--- config.mk ---
export PLATFORM = sky130hd
export DESIGN_NAME = laser_interlock_sequencer
export DESIGN_NICKNAME = d
export VERILOG_FILES = /design/src/rtl/laser_interlock_sequencer.sv
export SDC_FILE = /design/constraint.sdc
export NUM_CORES = 1
export LEC_CHECK = 0
export ABC_AREA = 1
export CAP_MARGIN = 0
export CORE_MARGIN = 2
export CORE_UTILIZATION = 40
export DETAILED_ROUTE_END_ITERATION = 8
export PLACE_DENSITY = 0.66
export RECOVER_POWER = 25
export SYNTH_ARGS = -nofsm -noshare
export SYNTH_HDL_FRONTEND = slang
export SYNTH_SLANG_ARGS = --single-unit
--- constraint.sdc ---
create_clock -name clk -period 2.05 [get_ports clk]
set_clock_uncertainty 0.2 [all_clocks]
set_input_delay 0.205 -clock clk [delete_from_list [all_inputs] [get_ports clk]]
set_output_delay 0.205 -clock clk [all_outputs]
set_load 0.02 [all_outputs]
--- src/rtl/laser_interlock_sequencer.sv ---
// Laser supply / TA shutdown interlock: power-up sequencing, latched faults, watchdog and forced cooldown.
// Optional fault log (fault_count, first_fault) is built only when INTERLOCK_FAULT_LOG_EN is defined.
module laser_interlock_sequencer #(
    parameter int unsigned PWR_GOOD_CYCLES    = 25000,
    parameter int unsigned PWR_TIMEOUT_CYCLES = 250000,
    parameter int unsigned WDT_CYCLES         = 25000000,
    parameter int unsigned COOLDOWN_CYCLES    = 250000,
    parameter int unsigned CNT_W              = 25
) (
    input  logic       clk,
    input  logic       rstn,
    input  logic       enable_req,
    input  logic       error_check_en,
    input  logic       laser_ready,
    input  logic       pwr_good,
    input  logic       pulse_lower_fail,
    input  logic       pulse_upper_fail,
    input  logic       rate_fail,
    input  logic       current_fail,
    input  logic       clear_fail,
    input  logic       wdt_en,
    input  logic       wdt_kick,
    output logic       laser_pwr_en,
    output logic       ta_shutdown,
    output logic       watchdog_timeout,
    output logic [2:0] seq_state,
    output logic [4:0] fault_cause,
    output logic [7:0] fault_count,
    output logic [4:0] first_fault
);

    typedef enum logic [2:0] {
        S_OFF      = 3'd0,
        S_PWR_WAIT = 3'd1,
        S_RUN      = 3'd2,
        S_FAULT    = 3'd3,
        S_COOLDOWN = 3'd4
    } state_t;

    localparam logic [CNT_W-1:0] GOOD_LAST    = CNT_W'(PWR_GOOD_CYCLES - 1);
    localparam logic [CNT_W-1:0] TIMEOUT_LAST = CNT_W'(PWR_TIMEOUT_CYCLES - 1);
    localparam logic [CNT_W-1:0] WDT_LAST     = CNT_W'(WDT_CYCLES - 1);
    localparam logic [CNT_W-1:0] COOL_LAST    = CNT_W'(COOLDOWN_CYCLES - 1);

    logic             r_pg_meta;
    logic             r_pg_s;
    state_t           r_state;
    logic [CNT_W-1:0] r_stable_cnt;
    logic [CNT_W-1:0] r_timer;
    logic [CNT_W-1:0] r_wdt_cnt;
    logic             r_en;
    logic             r_shut;
    logic             r_wdt_to;
    logic [4:0]       r_cause;

    state_t           w_next;
    logic [4:0]       w_cause;
    logic [2:0]       w_limit_bits;
    logic             w_limit_any;
    logic             w_wdt_exp;
    logic [4:0]       w_run_bits;
    logic             w_clear_ok;

    assign w_limit_bits = {rate_fail, pulse_lower_fail | pulse_upper_fail, current_fail};
    assign w_limit_any  = |w_limit_bits;
    assign w_wdt_exp    = wdt_en && (r_wdt_cnt == WDT_LAST);
    assign w_run_bits   = {w_wdt_exp, ~r_pg_s, error_check_en ? w_limit_bits : 3'b000};
    assign w_clear_ok   = clear_fail && !w_limit_any && r_pg_s;

    always_comb begin
        w_next  = r_state;
        w_cause = r_cause;
        case (r_state)
            S_OFF: begin
                if (enable_req && laser_ready) w_next = S_PWR_WAIT;
            end
            S_PWR_WAIT: begin
                // Timeout outranks both a host drop and a just-completed stable window.
                if (r_timer == TIMEOUT_LAST) begin
                    w_next  = S_FAULT;
                    w_cause = r_cause | 5'b01000;
                end else if (!enable_req) begin
                    w_next = S_COOLDOWN;
                end else if (r_pg_s && (r_stable_cnt == GOOD_LAST)) begin
                    w_next = S_RUN;
                end
            end
            S_RUN: begin
                if (|w_run_bits) begin
                    w_next  = S_FAULT;
                    w_cause = r_cause | w_run_bits;
                end else if (!enable_req) begin
                    w_next = S_COOLDOWN;
                end
            end
            S_FAULT: begin
                if (w_clear_ok) begin
                    w_next  = S_COOLDOWN;
                    w_cause = 5'b00000;
                end else begin
                    w_cause = r_cause | {2'b00, w_limit_bits};
                end
            end
            S_COOLDOWN: begin
                if (r_timer == COOL_LAST) w_next = S_OFF;
            end
            default: begin
                w_next = S_FAULT;
            end
        endcase
    end

    always_ff @(posedge clk or negedge rstn) begin
        if (!rstn) begin
            r_pg_meta    <= 1'b0;
            r_pg_s       <= 1'b0;
            r_state      <= S_OFF;
            r_stable_cnt <= '0;
            r_timer      <= '0;
            r_wdt_cnt    <= '0;
            r_en         <= 1'b0;
            r_shut       <= 1'b1;
            r_wdt_to     <= 1'b0;
            r_cause      <= 5'b00000;
        end else begin
            r_pg_meta <= pwr_good;
            r_pg_s    <= r_pg_meta;
            r_state   <= w_next;
            r_cause   <= w_cause;
            r_en      <= (w_next == S_PWR_WAIT) || (w_next == S_RUN);
            r_shut    <= (w_next != S_RUN);

            // One timer serves both PWR_WAIT and COOLDOWN; any state change restarts it.
            if ((r_state == S_PWR_WAIT) && (w_next == S_PWR_WAIT)) begin
                r_timer      <= r_timer + CNT_W'(1);
                r_stable_cnt <= r_pg_s ? r_stable_cnt + CNT_W'(1) : '0;
            end else if ((r_state == S_COOLDOWN) && (w_next == S_COOLDOWN)) begin
                r_timer      <= r_timer + CNT_W'(1);
                r_stable_cnt <= '0;
            end else begin
                r_timer      <= '0;
                r_stable_cnt <= '0;
            end

            if ((r_state == S_RUN) && (w_next == S_RUN) && wdt_en && !wdt_kick)
                r_wdt_cnt <= r_wdt_cnt + CNT_W'(1);
            else
                r_wdt_cnt <= '0;

            if ((r_state == S_RUN) && w_wdt_exp)
                r_wdt_to <= 1'b1;
            else if ((r_state == S_FAULT) && w_clear_ok)
                r_wdt_to <= 1'b0;
        end
    end

    assign laser_pwr_en     = r_en;
    assign ta_shutdown      = r_shut;
    assign watchdog_timeout = r_wdt_to;
    assign seq_state        = r_state;
    assign fault_cause      = r_cause;

`ifdef INTERLOCK_FAULT_LOG_EN
    logic [7:0] r_fault_count;
    logic [4:0] r_first_fault;

    // A zero count means no FAULT entry yet, since the count saturates instead of wrapping.
    always_ff @(posedge clk or negedge rstn) begin
        if (!rstn) begin
            r_fault_count <= 8'd0;
            r_first_fault <= 5'b00000;
        end else if ((w_next == S_FAULT) && (r_state != S_FAULT)) begin
            if (r_fault_count != 8'hFF) r_fault_count <= r_fault_count + 8'd1;
            if (r_fault_count == 8'd0) r_first_fault <= w_cause;
        end
    end

    assign fault_count = r_fault_count;
    assign first_fault = r_first_fault;
`else
    assign fault_count = 8'd0;
    assign first_fault = 5'b00000;
`endif

endmodule

# Yosys cells after proc, flatten, opt, wreduce, memory -nomap -nowiden
# Index checks and enable logic that the tools add are counted.
[classes]
n_addsub = 3
mul = 0
n_div = 0
n_lt_le_gt_ge = 0
eq_ne = 13
shift = 0
n_mux = 21
bitwise = 5
reduce_logical = 23
[ops]
columns = ["op", "n"]
rows = [
  ["$mux W25", 5],
  ["$add A25 B1 Y25 const B", 3],
  ["$mux W3", 9],
  ["$eq A25 B15 Y1 const B", 1],
  ["$eq A25 B18 Y1 const B", 1],
  ["$eq A25 B25 Y1 const B", 1],
  ["$pmux W3 S5", 1],
  ["$pmux W5 S3", 1],
  ["$logic_and A1 B1 Y1", 12],
  ["$mux W5", 2],
  ["$eq A3 B2 Y1 const B", 3],
  ["$eq A3 B1 Y1 const B", 2],
  ["$eq A3 B3 Y1 const B", 2],
  ["$reduce_and A3 Y1", 2],
  ["$or A5 B3 Y5", 1],
  ["$or A5 B5 Y5", 1],
  ["$reduce_or A5 Y1", 1],
  ["$mux W4", 1],
  ["$ne A2 B2 Y1 const B", 2],
  ["$reduce_bool A2 Y1", 2],
  ["$logic_not A3 Y1", 1],
  ["$ne A3 B2 Y1 const B", 1],
  ["$reduce_bool A3 Y1", 1],
  ["$reduce_or A3 Y1", 1],
  ["5 further kinds", 8],
]
[totals]
ff_bits = 88
latch_bits = 0
ram_bits = 0
romBits = 0
input_bits = 13
out_inout_bits = 24
wordCells = 76
n_memories = 0

# Longest topological paths before layout
[logic_depth]
depth_word = 12
mapped_depth = 13
depth_no_buf = 12

# Least setup slack after synthesis
# OpenSTA, ideal clock, no wires.
[synth_timing]
path_kind = "reg2reg"
start = "register r_timer[0]"
end = "register r_stable_cnt[13]"
setup_time_ps = 118
arrival_time_ps = 1779
required_ps = 1732
path_slack_ps = -47
path_stages_with_launch = 14
path_buffers = 1
synth_period_minus_slack_ps = 2097
path_cell_list = "dfrtp_1 ha_1 nand2_2 nor2_4 nand3_2 nor2_2 nand3_2 nand2_1 nand2_1 nand2_1 nor2_4 nand3_4 buf_8 nor2_4"
[synth_via]
elab_chain_cells = 6
word_cells_on_any_way = 7
classes_between = "2 x eq/ne; 4 x mux; 1 x reduce/logical"
[synth_rtl]
columns = ["item", "line_no", "source"]
rows = [
  ["start: declaration", "49", "logic [CNT_W-1:0] r_timer;"],
  ["start signal: assignment", "135", "r_timer <= r_timer + CNT_W'(1);"],
  ["start signal: assignment", "138", "r_timer <= r_timer + CNT_W'(1);"],
  ["$eq A25 B18 Y1 (*)", "79, 105", ""],
  ["$mux W3 (on tied branches)", "105, 79", ""],
  ["$pmux W3 S5 (*)", "73", "case (r_state)"],
  ["$eq A3 B1 Y1 (*)", "134", "if ((r_state == S_PWR_WAIT) && (w_next == S_PWR_WAIT)) begin"],
  ["$logic_and A1 B1 Y1 (*)", "134", ""],
  ["$mux W25 (*)", "134", ""],
  ["end signal: assignment", "136", "r_stable_cnt <= r_pg_s ? r_stable_cnt + CNT_W'(1) : '0;"],
  ["end: declaration", "48", "logic [CNT_W-1:0] r_stable_cnt;"],
]
# Every way passes the cells marked *; elsewhere a longest branch is shown, timed or not.
# A chain may end at the register's enable or synchronous reset.

# Final worst setup path
[layout_timing]
start = "register r_wdt_cnt[0]"
end = "register r_stable_cnt[4]"
[layout_via]
elab_chain_cells = 8
[layout_rtl]
columns = ["item", "line_no", "source"]
rows = [
  ["start: declaration", "50", "logic [CNT_W-1:0] r_wdt_cnt;"],
  ["start signal: assignment", "146", "r_wdt_cnt <= r_wdt_cnt + CNT_W'(1);"],
  ["$eq A25 B25 Y1", "66", "assign w_wdt_exp = wdt_en && (r_wdt_cnt == WDT_LAST);"],
  ["$logic_and A1 B1 Y1", "66", ""],
  ["$reduce_or A5 Y1", "89", "if (|w_run_bits) begin"],
  ["$mux W3", "89", ""],
  ["$pmux W3 S5", "73", ""],
  ["$eq A3 B1 Y1", "134", ""],
  ["$logic_and A1 B1 Y1", "134", ""],
  ["$mux W25", "134", ""],
]
# No other way between the ends.

==> impl_metrics.csv <==
group,metric,value,unit
status,status,"finished clean",
clock_tree,root_buffer,"clkbuf_16",
clock_tree,cts_tree,"yes",
layout,drive_gt1_frac,0.218,
global_route,grt_start_max_net_pins,43,
synthesis,yosysWarnings,0,
timing,fin_crit,2.03,ns
setup_path,setup.worst_path.start,"r_wdt_cnt[0]",
route,routed_via_density,4.88,
layout,final_cell_mix,"nand2_1 (193), nor2_1 (95), dfrtp_1 (86)",
placement,io_buffers,23,
clock_tree,clk_pin_slew,0.07,ns
clock_tree,clockBufferDepth,2,
placement,dp_cells,1015,
timing,hold_viol_final,0,
global_route,grt_pass1_vias,4975,
setup_path,endpoint_kind,"flop",
layout,nets,866,
pwr,power,3.52,mW
setup_path,cp.arrival,2.11,ns
synthesis,syn_area_per_cell,7.39,µm²
die,die-area,0.0149,mm²
pwr,power_density,494,mW/mm²
pwr,worst_ir_drop_vdd,0.432,mV
placement,dp.final_hpwl,9.66,mm
layout,area_growth,27.6,%
layout,fin_cells,1035,
timing,worst_slew_pin_slew,0.970,ns
synthesis,ys_seq_elements,88,
pwr,leakage,3.28,nW
setup_path,start_kind,"flop",
layout,final_core_util,0.518,
setup_path,crit_required,2.14,ns
timing,timing.fmax,494,MHz
timing,maxSlewHeadroom,0.353,
setup_path,path_class,"reg2reg",
die,fp-row-count,43,
die,num_io_pins,37,
synthesis,synthCells,756,
clock_tree,cts_max_level,3,
setup_path,r2r-start,"r_wdt_cnt[0]",
setup_path,r2r_setup_slack,0.02,ns
timing,tns,0,ns
timing,finalCritPeriodShare,0.988,
global_route,grt_pass1_wl,22.1,mm
clock_tree,cts_num_sinks,88,
setup_path,critPathMaxFanout,5,
route,num_vias,5046,
synthesis,ys_top_cells_by_area,"dfrtp_1 (39%), nand2_1 (14%), nor2_1 (7.8%), inv_1 (5.2%), xor2_1 (5.2%)",
timing,rsz0062_at_grt,"true",
clock_tree,cts_buffers,9,
die,core_area,0.0138,mm²
synthesis,synth_top_area_share,0.390,
global_route,grt_antenna_before_repair,0,
route,routed_wirelength,13.0,mm
route,drtPass1Iterations,5,
route,ant_nets,0,
route,drc_errors,0,
die,die_height,122,µm
global_route,grt_usage,0.185,
layout,diodes,0,
synthesis,yosysUniqueCellTypes,38,
route,avgRoutedWirePerCell,12.6,µm
timing,finalSetupViolations,0,
timing,slew_violations,0,
hold_path,worstHoldPathType,"in2async",
clock_tree,clk_latency,0.35,ns
die,initial_core_util,0.406,
timing,holdWs,0.0850,ns
layout,layout_commonest_cell,"nand2_1",
die,chipWidth,122,µm
route,first_iter_violations,334,
synthesis,ys_seq_area_frac,0.394,
synthesis,syn_area,0.00559,mm²
setup_path,r2r_end,"r_stable_cnt[4]",
placement,routabilityCongestion,0.966,
global_route,grt-ovfl-total,0,
flow_run,drv_cap,0,
synthesis,synth_top_area_cell,"dfrtp_1",
setup_path,worst_r2r_path_depth,13,
## worst max path at each step
stage | endpoint
CTS | r_stable_cnt[24]
floorplan | r_stable_cnt[13]
global route | r_stable_cnt[13]
global placement | r_wdt_cnt[2]
finish | r_stable_cnt[4]
detailed placement | r_wdt_cnt[4]
## Yosys cell counts
cell,number
a21oi_1,3
a21oi_4,1
buf_2,4
buf_4,15
buf_6,3
buf_8,1
clkbuf_1,6
conb_1,1
dfrtp_1,87
dfstp_2,1
ha_1,3
inv_1,78
inv_2,3
nand2_1,202
nand2_2,2
nand2_4,1
nand2_8,1
nand3_1,51
nand3_2,4
nand3_4,1
nand3b_1,3
nand4_1,43
nand4_2,1
nand4_4,1
nor2_1,116
nor2_2,14
nor2_4,12
nor3_1,23
nor3_2,1
nor3b_1,2
nor4_1,2
o211ai_1,3
o21ai_0,8
o21bai_1,2
o221ai_1,3
or2_2,9
xnor2_1,12
xor2_1,33
## area by class of cell
cell class | instances | area (µm²)
fillers | 1325 | 6640
multi-input cells | 570 | 3200
flip-flops and latches | 88 | 2200
repair buffers | 100 | 892
inverters | 81 | 309
clock buffers | 12 | 246
well taps | 180 | 225
clock inverters | 4 | 53.8
## critical path, cell delays in order (launching register included)
cell and delay (ns):
dfrtp_1 0.38, ha_2 0.19, nand3_2 0.08, inv_2 0.04
nand2_2 0.07, nor2_4 0.04, nand2_2 0.11, nand3_2 0.08
nand2_2 0.09, nand2_2 0.07, nor2_4 0.17, nand3_4 0.16
clkbuf_16 0.21, nor2_4 0.08
## logic make-up (layout without fill, tap and decap cells)
| group | Yosys count | count (layout) | synth area share |
|---|---|---|---|
| compound gates | 20 | 20 | 0.0242 |
| xor+xnor | 45 | 45 | 0.0705 |
| fa+ha+maj | 3 | 3 | 0.00672 |
| buf+inv | 110 | 197 | 0.0909 |
| flops | 88 | 88 | 0.394 |
| other cells | 1 | 13 | 0.000671 |
| simple gates | 489 | 489 | 0.413 |
## power by group
group / switching (mW) / total [mW] / leakage, nW / internal (mW)
Clock: 0.677 / 1.66 / 0.139 / 0.980
Combinational: 0.0822 / 0.121 / 1.94 / 0.0390
Sequential: 0.00297 / 1.74 / 1.20 / 1.74
Total: 0.762 / 3.52 / 3.28 / 2.76
## layer usage
layer | GRT usage | share of wire | up-vias
met4 | 0.0625 | 0.022 | 0
met5 | 0 | 0 | -
met3 | 0.0426 | 0.030 | 26
met1 | 0.227 | 0.44 | 2364
met2 | 0.320 | 0.50 | 73
li1 | - | - | 2583
## stage by stage
stage          worst slack [ns]  instance area, µm²
3_3_place_gp             -0.138                6510
4_1_cts                 0.00261                6840
3_5_place_dp             -0.175                6510
5_1_grt                 -0.0827                7130
6_report                 0.0239                7130
2_1_floorplan            0.0363                5650
## sequential cells by signal (all words and copies together), names as in the netlist
| signal | cells |
|---|---|
| watchdog_timeout | 1 |
| r_timer | 25 |
| ta_shutdown | 1 |
| fault_cause | 5 |
| seq_state | 3 |
| r_stable_cnt | 25 |
| laser_pwr_en | 1 |
| r_pg_meta | 1 |
| r_pg_s | 1 |
| r_wdt_cnt | 25 |
## what timing repair did
action	4_1_cts	5_1_grt
gates resized for setup	6	69
endpoints found under the setup margin	59	77
pin swaps	2	17
endpoints found under the hold margin	87	0
gates cloned	0	1
hold buffers	1	0
buffers inserted	0	2
No activity file was read; power rests on OpenSTA's default activity.
